`config.mk`:
```
export PLATFORM = sky130hd
export DESIGN_NAME = eu_operand_fetch
export DESIGN_NICKNAME = d
export VERILOG_FILES = /design/src/rtl/pkg_dtypes.sv /design/src/rtl/eu_operand_fetch_slot.sv /design/src/rtl/eu_operand_fetch.sv
export SDC_FILE = /design/constraint.sdc
export NUM_CORES = 1
export LEC_CHECK = 0
export CAP_MARGIN = 25
export CORE_UTILIZATION = 36
export DETAILED_ROUTE_END_ITERATION = 7
export PLACE_DENSITY_LB_ADDON = 0.3
export SYNTH_ARGS = -nofsm -noshare
export SYNTH_HDL_FRONTEND = slang
export SYNTH_SLANG_ARGS = --single-unit
```
`constraint.sdc`:
```
create_clock -name clk -period 1.4 [get_ports clk]
set_input_delay 0.28 -clock clk [delete_from_list [all_inputs] [get_ports clk]]
set_output_delay 0.28 -clock clk [all_outputs]
set_load 0.05 [all_outputs]
```
`src/rtl/pkg_dtypes.sv`:
```
// Shared exec-unit datatypes: local-address/data words, the issued-op bundle and
// the operand-fetch FSM states.
package pkg_dtypes;

   localparam int ALU_LOCAL_ADDR_W = 8;
   localparam int EXEC_UNIT_DATA_W = 16;
   localparam int EU_OPC_W         = 4;

   typedef logic [ALU_LOCAL_ADDR_W-1:0] type_alu_local_addr;
   typedef logic [EXEC_UNIT_DATA_W-1:0] type_exec_unit_data;

   typedef struct packed {
      logic [EU_OPC_W-1:0] opcode;
      type_exec_unit_data  op0;
      type_exec_unit_data  op1;
      type_alu_local_addr  dest;
   } type_eu_issue_op;

   typedef enum logic [1:0] {
      IDLE  = 2'd0,
      FETCH = 2'd1,
      ISSUE = 2'd2
   } type_eu_fetch_state;

endpackage

```
`src/rtl/eu_operand_fetch_slot.sv`:
```
// One operand slot: holds a y-buffer read request until a response arrives after
// the read latency has elapsed, then captures the data exactly once.
module eu_operand_slot
   import pkg_dtypes::*;
#(
   parameter int RD_LATENCY = 1
) (
   input  logic               clk,
   input  logic               reset_n,
   input  logic               start_i,
   input  logic               fetch_i,
   input  logic               preset_got_i,
   input  type_exec_unit_data preset_data_i,
   input  logic               success_i,
   input  type_exec_unit_data data_i,
   output logic               req_valid_o,
   output logic               got_o,
   output logic               got_next_o,
   output type_exec_unit_data data_o
);

   localparam int LAT_W = (RD_LATENCY > 0) ? $clog2(RD_LATENCY + 1) : 1;

   logic [LAT_W-1:0]   lat_q, lat_d;
   logic               got_q, got_d;
   type_exec_unit_data data_q, data_d;
   logic               lat_open;
   logic               capture;

   always_comb begin
      lat_open = (int'(lat_q) >= RD_LATENCY);
      capture  = fetch_i & lat_open & success_i & ~got_q;
      lat_d    = lat_q;
      got_d    = got_q;
      data_d   = data_q;
      if (start_i) begin
         lat_d  = '0;
         got_d  = preset_got_i;
         data_d = preset_data_i;
      end else begin
         if (fetch_i && !lat_open) begin
            lat_d = lat_q + LAT_W'(1);
         end
         // A captured operand is frozen until the next op starts.
         if (capture) begin
            got_d  = 1'b1;
            data_d = data_i;
         end
      end
   end

   always_ff @(posedge clk or negedge reset_n) begin
      if (!reset_n) begin
         lat_q  <= '0;
         got_q  <= 1'b0;
         data_q <= '0;
      end else begin
         lat_q  <= lat_d;
         got_q  <= got_d;
         data_q <= data_d;
      end
   end

   assign req_valid_o = fetch_i & ~got_q;
   assign got_o       = got_q;
   assign got_next_o  = got_d;
   assign data_o      = data_q;

endmodule

```
`src/rtl/eu_operand_fetch.sv`:
```
// Operand-fetch issue stage: accepts one decoded op, fetches op0/op1 from the
// y-buffer with unlimited retries, then offers the complete op to the ALU.
module eu_operand_fetch
   import pkg_dtypes::*;
#(
   parameter int RD_LATENCY = 1,
   parameter int OPC_WIDTH  = EU_OPC_W,
   parameter int STALL_BITS = 8
) (
   input  logic                  clk,
   input  logic                  reset_n,
   input  logic                  instr_valid_i,
   output logic                  instr_ready_o,
   input  logic [OPC_WIDTH-1:0]  instr_opcode_i,
   input  type_alu_local_addr    instr_op0_addr_i,
   input  type_alu_local_addr    instr_op1_addr_i,
   input  logic                  instr_op1_is_imm_i,
   input  type_exec_unit_data    instr_imm_i,
   input  type_alu_local_addr    instr_dest_addr_i,
   output type_alu_local_addr    op0_req_addr_o,
   output logic                  op0_req_addr_valid_o,
   output type_alu_local_addr    op1_req_addr_o,
   output logic                  op1_req_addr_valid_o,
   input  type_exec_unit_data    op0_data_i,
   input  logic                  op0_data_success_i,
   input  type_exec_unit_data    op1_data_i,
   input  logic                  op1_data_success_i,
   output logic                  alu_valid_o,
   input  logic                  alu_ready_i,
   output logic [OPC_WIDTH-1:0]  alu_opcode_o,
   output type_exec_unit_data    alu_op0_o,
   output type_exec_unit_data    alu_op1_o,
   output type_alu_local_addr    alu_dest_addr_o,
   output logic [STALL_BITS-1:0] stall_count_o,
   output type_eu_fetch_state    state_dbg_o
);

   // Handshakes: a transfer happens on a rising edge where valid and ready are both
   // high; valid never depends on ready, and payload is held while valid waits.

   type_eu_fetch_state    state_q, state_d;
   logic [OPC_WIDTH-1:0]  opcode_q, opcode_d;
   type_alu_local_addr    op0_addr_q, op0_addr_d;
   type_alu_local_addr    op1_addr_q, op1_addr_d;
   type_alu_local_addr    dest_q, dest_d;
   logic [STALL_BITS-1:0] stall_q, stall_d;

   logic               start;
   logic               fetch;
   logic               got0, got1, got0_next, got1_next;
   type_exec_unit_data op0_data, op1_data;
   type_eu_issue_op    issue_op;

   always_comb begin
      state_d       = state_q;
      opcode_d      = opcode_q;
      op0_addr_d    = op0_addr_q;
      op1_addr_d    = op1_addr_q;
      dest_d        = dest_q;
      stall_d       = stall_q;
      start         = 1'b0;
      fetch         = 1'b0;
      instr_ready_o = 1'b0;
      alu_valid_o   = 1'b0;
      case (state_q)
         IDLE: begin
            instr_ready_o = 1'b1;
            if (instr_valid_i) begin
               start      = 1'b1;
               opcode_d   = instr_opcode_i;
               op0_addr_d = instr_op0_addr_i;
               op1_addr_d = instr_op1_addr_i;
               dest_d     = instr_dest_addr_i;
               stall_d    = '0;
               state_d    = FETCH;
            end
         end
         FETCH: begin
            fetch = 1'b1;
            if (stall_q != '1) begin
               stall_d = stall_q + STALL_BITS'(1);
            end
            // Same-cycle capture of the last outstanding operand still issues next.
            if (got0_next && got1_next) begin
               state_d = ISSUE;
            end
         end
         ISSUE: begin
            alu_valid_o = 1'b1;
            if (alu_ready_i) begin
               state_d = IDLE;
            end
         end
         default: state_d = IDLE;
      endcase
   end

   always_ff @(posedge clk or negedge reset_n) begin
      if (!reset_n) begin
         state_q    <= IDLE;
         opcode_q   <= '0;
         op0_addr_q <= '0;
         op1_addr_q <= '0;
         dest_q     <= '0;
         stall_q    <= '0;
      end else begin
         state_q    <= state_d;
         opcode_q   <= opcode_d;
         op0_addr_q <= op0_addr_d;
         op1_addr_q <= op1_addr_d;
         dest_q     <= dest_d;
         stall_q    <= stall_d;
      end
   end

   eu_operand_slot #(.RD_LATENCY(RD_LATENCY)) u_slot0 (
      .clk           (clk),
      .reset_n       (reset_n),
      .start_i       (start),
      .fetch_i       (fetch),
      .preset_got_i  (1'b0),
      .preset_data_i ('0),
      .success_i     (op0_data_success_i),
      .data_i        (op0_data_i),
      .req_valid_o   (op0_req_addr_valid_o),
      .got_o         (got0),
      .got_next_o    (got0_next),
      .data_o        (op0_data)
   );

   // An immediate op1 is preloaded as already captured, so only op0 is fetched.
   eu_operand_slot #(.RD_LATENCY(RD_LATENCY)) u_slot1 (
      .clk           (clk),
      .reset_n       (reset_n),
      .start_i       (start),
      .fetch_i       (fetch),
      .preset_got_i  (instr_op1_is_imm_i),
      .preset_data_i (instr_op1_is_imm_i ? instr_imm_i : '0),
      .success_i     (op1_data_success_i),
      .data_i        (op1_data_i),
      .req_valid_o   (op1_req_addr_valid_o),
      .got_o         (got1),
      .got_next_o    (got1_next),
      .data_o        (op1_data)
   );

   always_comb begin
      issue_op.opcode = EU_OPC_W'(opcode_q);
      issue_op.op0    = op0_data;
      issue_op.op1    = op1_data;
      issue_op.dest   = dest_q;
   end

   assign op0_req_addr_o  = op0_addr_q;
   assign op1_req_addr_o  = op1_addr_q;
   assign alu_opcode_o    = OPC_WIDTH'(issue_op.opcode);
   assign alu_op0_o       = issue_op.op0;
   assign alu_op1_o       = issue_op.op1;
   assign alu_dest_addr_o = issue_op.dest;
   assign stall_count_o   = stall_q;
   assign state_dbg_o     = state_q;

endmodule

```
### Yosys cells after proc, flatten, opt, wreduce, memory -nomap -nowiden

Index checks and enable logic that the tools add are counted.

* register bits: 74
* logic and storage cells: 73

* bitwise logic cells: 10
* $lt $le $gt $ge: 2
* equal/unequal tests: 7
* reduce and logical (&&, ||, !) cells: 14
* $add $sub $neg: 3
* muxes and demuxes: 25

Operators with widths (number)
* 16-bit two-way mux: 5
* 8-bit two-way mux: 2
* 8-bit case mux with 2 select lines: 1
* 1-bit two-way mux: 13
* 2-bit nonzero test: 5
* 8-bit by 1-bit adder with 8-bit output, second input constant: 1
* 1-bit bitwise AND: 8
* 2-bit inequality test, second input constant: 4
* 8-bit inequality test, second input constant: 1
* 2-bit two-way mux: 3
* 2-bit case mux with 3 select lines: 1
* 3-bit AND reduction: 2
* 1-bit logical AND: 3
* 1-bit adder, second input constant: 2
* 2-bit by 1-bit == test with 1-bit output, second input constant: 1
* 2-bit == test, second input constant: 1
* 1-bit greater-or-equal comparator, second input constant: 2
* 1-bit zero test: 2
* 2-bit zero test: 1
* 1-bit inverter: 2
* 2-bit AND reduction: 1

### Depth between registers and ports, before layout

* word-level depth: 10
* depth in mapped cells: 6
* gate-level depth less buffers: 5

### Cells and area by module

Synthesis repeated with hierarchy kept, for this count alone.

* cells, all modules: 310
* area, all modules: 3657.3 um2

Modules (own cells, without submodules)
* eu_operand_slot: times used 2, cells an instance 60, area an instance 974.7 um2
* eu_operand_fetch: times used 1, cells an instance 190, area an instance 1707.9 um2

### Worst setup path before layout

No wires, ideal clock.

* kind: register to output
* from: register state_q[1], in the netlist state_dbg_o[1]
* to: output port op0_req_addr_valid_o
* path slack: -0.537 ns
* arrival time: 1.657 ns
* cell stages (with the launch flop): 4
* path buffers: 1
* cell sequence: dfrtp_1 -> nand2b_1 -> buf_2 -> nor2_1

* longest elaborated chain between the ends: 3

Ends and longest elaborated chain
* start: declaration: RTL line eu_operand_fetch.sv:41 `type_eu_fetch_state state_q, state_d;`
* start signal: assignment: RTL line eu_operand_fetch.sv:107 `state_q <= state_d;`
* 2-bit by 1-bit == test with 1-bit output: RTL line eu_operand_fetch.sv:65 `case (state_q)`
* 1-bit two-way mux: RTL line eu_operand_fetch.sv:65
* 1-bit bitwise AND: RTL line eu_operand_fetch_slot.sv:64 `assign req_valid_o = fetch_i & ~got_q;`
* end: declaration: RTL line eu_operand_fetch.sv:21 `output logic op0_req_addr_valid_o,`

No other way between the ends.

### Worst setup path in the final report

* from: register state_q[0], in the netlist state_dbg_o[0]
* to: register stall_q[4], in the netlist stall_count_o[4]

* longest elaborated chain between the ends: 3
* elaborated cells between the ends (all ways): 7
* classes of those cells: eq/ne: 3; mux: 1; reduce/logical: 3

Ends and longest elaborated chain
* 2-bit by 1-bit == test with 1-bit output or 2-bit zero test (tied branches): RTL line eu_operand_fetch.sv:65
* 2-bit inequality test (no line) or 2-bit nonzero test (tied branches)
* 3-bit AND reduction (no line)
* end signal: assignment: RTL line eu_operand_fetch.sv:112 `stall_q <= stall_d;`
* end: declaration: RTL line eu_operand_fetch.sv:46 `logic [STALL_BITS-1:0] stall_q, stall_d;`

Parallel ways exist; a longest one is shown, timed or not.
A chain may end at the register's enable or synchronous reset.

==> results.py <==
metrics = {
    "outcome": {
        "status": "finished, violations left",
        "violations": "setup timing",
    },
    "cts": {
        "path_clk_slew_ns": 0.08,
        "clk-insertion-delay-late_ns": 0.33,
        "cts_buffers": 9,
        "cts_tree": "yes",
        "htree_levels": 3,
        "cts_root_buffer": "clkbuf_8",
        "clock_path_buffers": 2,
        "clkSinkCount": 74,
    },
    "sta": {
        "slew_viol_final": 0,
        "setup_tns_ns": -9.83,
        "worst_pin_slew_ns": 0.354,
        "setup_slack_ns": -0.244,
        "skew_ns": 0.0102,
        "setup_violations": 76,
        "hold_viol": 0,
        "fin_crit_sh": 1.17,
        "max_freq_ghz": 0.608,
        "relSlewSlack": 0.764,
        "fin_crit_ns": 1.64,
        "whs_ns": 0.411,
        "grt_setup_unrepaired": "true",
    },
    "finish": {
        "final_common_cell": "nand2_1",
        "n_antenna_cell": 0,
        "n_fill_cell": 563,
        "finalNonFillerCells": 657,
        "drive_gt1_frac": 0.328,
        "nNetsFinal": 631,
        "syn_to_final_growth_pct": 105,
        "final_cell_mix": "nand2_1, buf_12, clkdlybuf4s50_1",
    },
    "die": {
        "start_util": 0.376,
        "row_count": 33,
        "ios": 157,
        "die_area_um2": 9090,
        "die_h_um": 95.3,
        "core_area_um2": 8340,
        "dieWidth_um": 95.3,
    },
    "setup_path": {
        "endpoint_kind": "flip-flop",
        "cp_slowest_stage_delay_ns": 0.43,
        "crit_path_start": "state_dbg_o[0]",
        "cp.required_ns": 1.60,
        "slowest_stage": "dfrtp_2",
        "r2r-start": "state_dbg_o[0]",
        "crit_end": "stall_count_o[4]",
        "worst-path-max-fanout": 30,
        "r2r-end": "stall_count_o[4]",
        "worstPathArrival_ns": 1.84,
        "crit_type": "reg -> reg",
        "reg2reg_depth": 6,
        "cp-start-kind": "flip-flop",
        "rrSetupSlack_ns": -0.24,
        "crit_chain": "buf_6, or3b_4, buf_4, buf_12, o211ai_1, nand2_1",
    },
    "placed_design": {
        "dp_hpwl_um": 6890,
        "numPortBuffers": 156,
        "place_worst_setup_slack_ns": -0.409,
        "dp.cells": 622,
        "place.gp.congestion": 0.788,
    },
    "grt": {
        "overflow": 0,
        "grt_pass1_wl_um": 15000,
        "grt_max_degree": 35,
        "grt_antenna_before_repair": 0,
        "grtUsageTotal": 0.214,
        "grt_pass1_vias": 3155,
    },
    "drt": {
        "ant_nets": 0,
        "num_vias": 3261,
        "first_pass_iters": 4,
        "post_drt_wl_per_cell_um": 15.1,
        "via_per_inst": 4.96,
        "drt_iter0_drc": 126,
        "wl_um": 9900,
        "post-route-drc-count": 0,
    },
    "power": {
        "leakage_nw": 2.85,
        "ir_drop_mv": 1.32,
        "power_w": 0.0166,
        "p_per_area_nw_per_um2": 2580,
    },
    "synth": {
        "ys_types": 31,
        "ys_ff_latch": 74,
        "avgSynthCellArea_um2": 8.91,
        "ys.flop_type": "dfrtp_1",
        "async_flop_share": 1.00,
        "synth-edff-count": 0,
        "syn_area_um2": 3140,
        "ys_seq_area_frac": 0.590,
        "yosysWarnings": 0,
        "synth_nets": 436,
        "synth_cells": 352,
    },
    "flow_run": {
        "drv_cap": 0,
    },
    "hold_path": {
        "min_path_type": "in -> async",
    },
}
cells in the mapped netlist (5+ instances only):
| library cell | instances | share of area |
|---|---|---|
| a21oi_1 | 5 | 0.0080 |
| a31oi_1 | 16 | 0.032 |
| buf_2 | 10 | 0.016 |
| clkbuf_1 | 10 | 0.012 |
| dfrtp_1 | 74 | 0.59 |
| nand2_1 | 141 | 0.17 |
| nand3_1 | 18 | 0.029 |
| nor2_1 | 22 | 0.026 |
| o21ai_0 | 21 | 0.034 |
critical path: cells and delay by family, from the launching register on:
kind	cells	cell delay [ns]
DFF	1	0.43
AOI/OAI and AO/OA	1	0.13
buffers and inverters	3	0.46
and+or+nand+nor	2	0.50
power breakdown:
part           leakage, nW  total (W)  internal [W]  switching, W
clock network        0.109    0.00182       0.00105      0.000768
registers            0.910    0.00416       0.00308       0.00107
logic                 1.83     0.0106       0.00516       0.00544
state kept, by name (all words and copies together) (netlist names):
register	count
u_slot0.data_o	16
u_slot1.got_o	1
alu_dest_addr_o	8
u_slot1.data_o	16
u_slot0.got_o	1
u_slot0.lat_q	1
op0_req_addr_o	8
stall_count_o	8
state_dbg_o	2
op1_req_addr_o	8
alu_opcode_o	4
u_slot1.lat_q	1
what timing repair did:
action,CTS,global route
endpoints found under the hold margin,24,0
endpoints found under the setup margin,62,76
hold buffers,1,0
gates cloned,2,2
pin swaps,8,10
gates resized for setup,25,20
buffers inserted,10,5
area by class of cell:
class / count / area [µm²] / share of cell area
Timing Repair Buffer: 205 / 2850 / 0.444
Tap cell: 105 / 131 / 0.0205
Clock inverter: 5 / 77.6 / 0.0121
Clock buffer: 11 / 141 / 0.0220
Multi-Input combinational cell: 256 / 1350 / 0.211
Sequential cell: 74 / 1860 / 0.290
Inverter: 1 / 3.75 / 0.000585
metal layers:
layer,part of all wire,vias up,track usage
met5,0,-,0
met4,0.015,0,0.0619
met3,0.098,16,0.0678
met2,0.50,157,0.367
met1,0.39,1535,0.256
li1,-,1553,-
through the flow:
step | cell area (µm²) | util
2_1_floorplan | 3260 | -
3_3_place_gp | 5850 | 0.701
3_5_place_dp | 5850 | 0.701
4_1_cts | 6270 | 0.752
5_1_grt | 6420 | 0.770
6_report | 6420 | 0.770
logic make-up (layout without fill, tap and decap cells):
group | count (synthesis) | count (layout) | synth area share
mux | 1 | 1 | 0.00359
compound gates | 55 | 56 | 0.108
fa+ha+maj | 1 | 1 | 0.00399
simple gates | 198 | 198 | 0.261
flops | 74 | 74 | 0.590
buf+inv | 23 | 222 | 0.0327
worst min-delay path by stage:
stage               cells past startpoint  slack, ns                  to  startpoint
floorplan                               0      -0.02  alu_dest_addr_o[0]     reset_n
global placement                        1       0.22  u_slot0.data_o[12]     reset_n
detailed placement                      1       0.22  u_slot0.data_o[14]     reset_n
CTS                                     2       0.41  u_slot0.data_o[14]     reset_n
global route                            2       0.44  u_slot0.data_o[14]     reset_n
finish                                  2       0.41  u_slot0.data_o[14]     reset_n
Power figures use the tool's default switching activity.
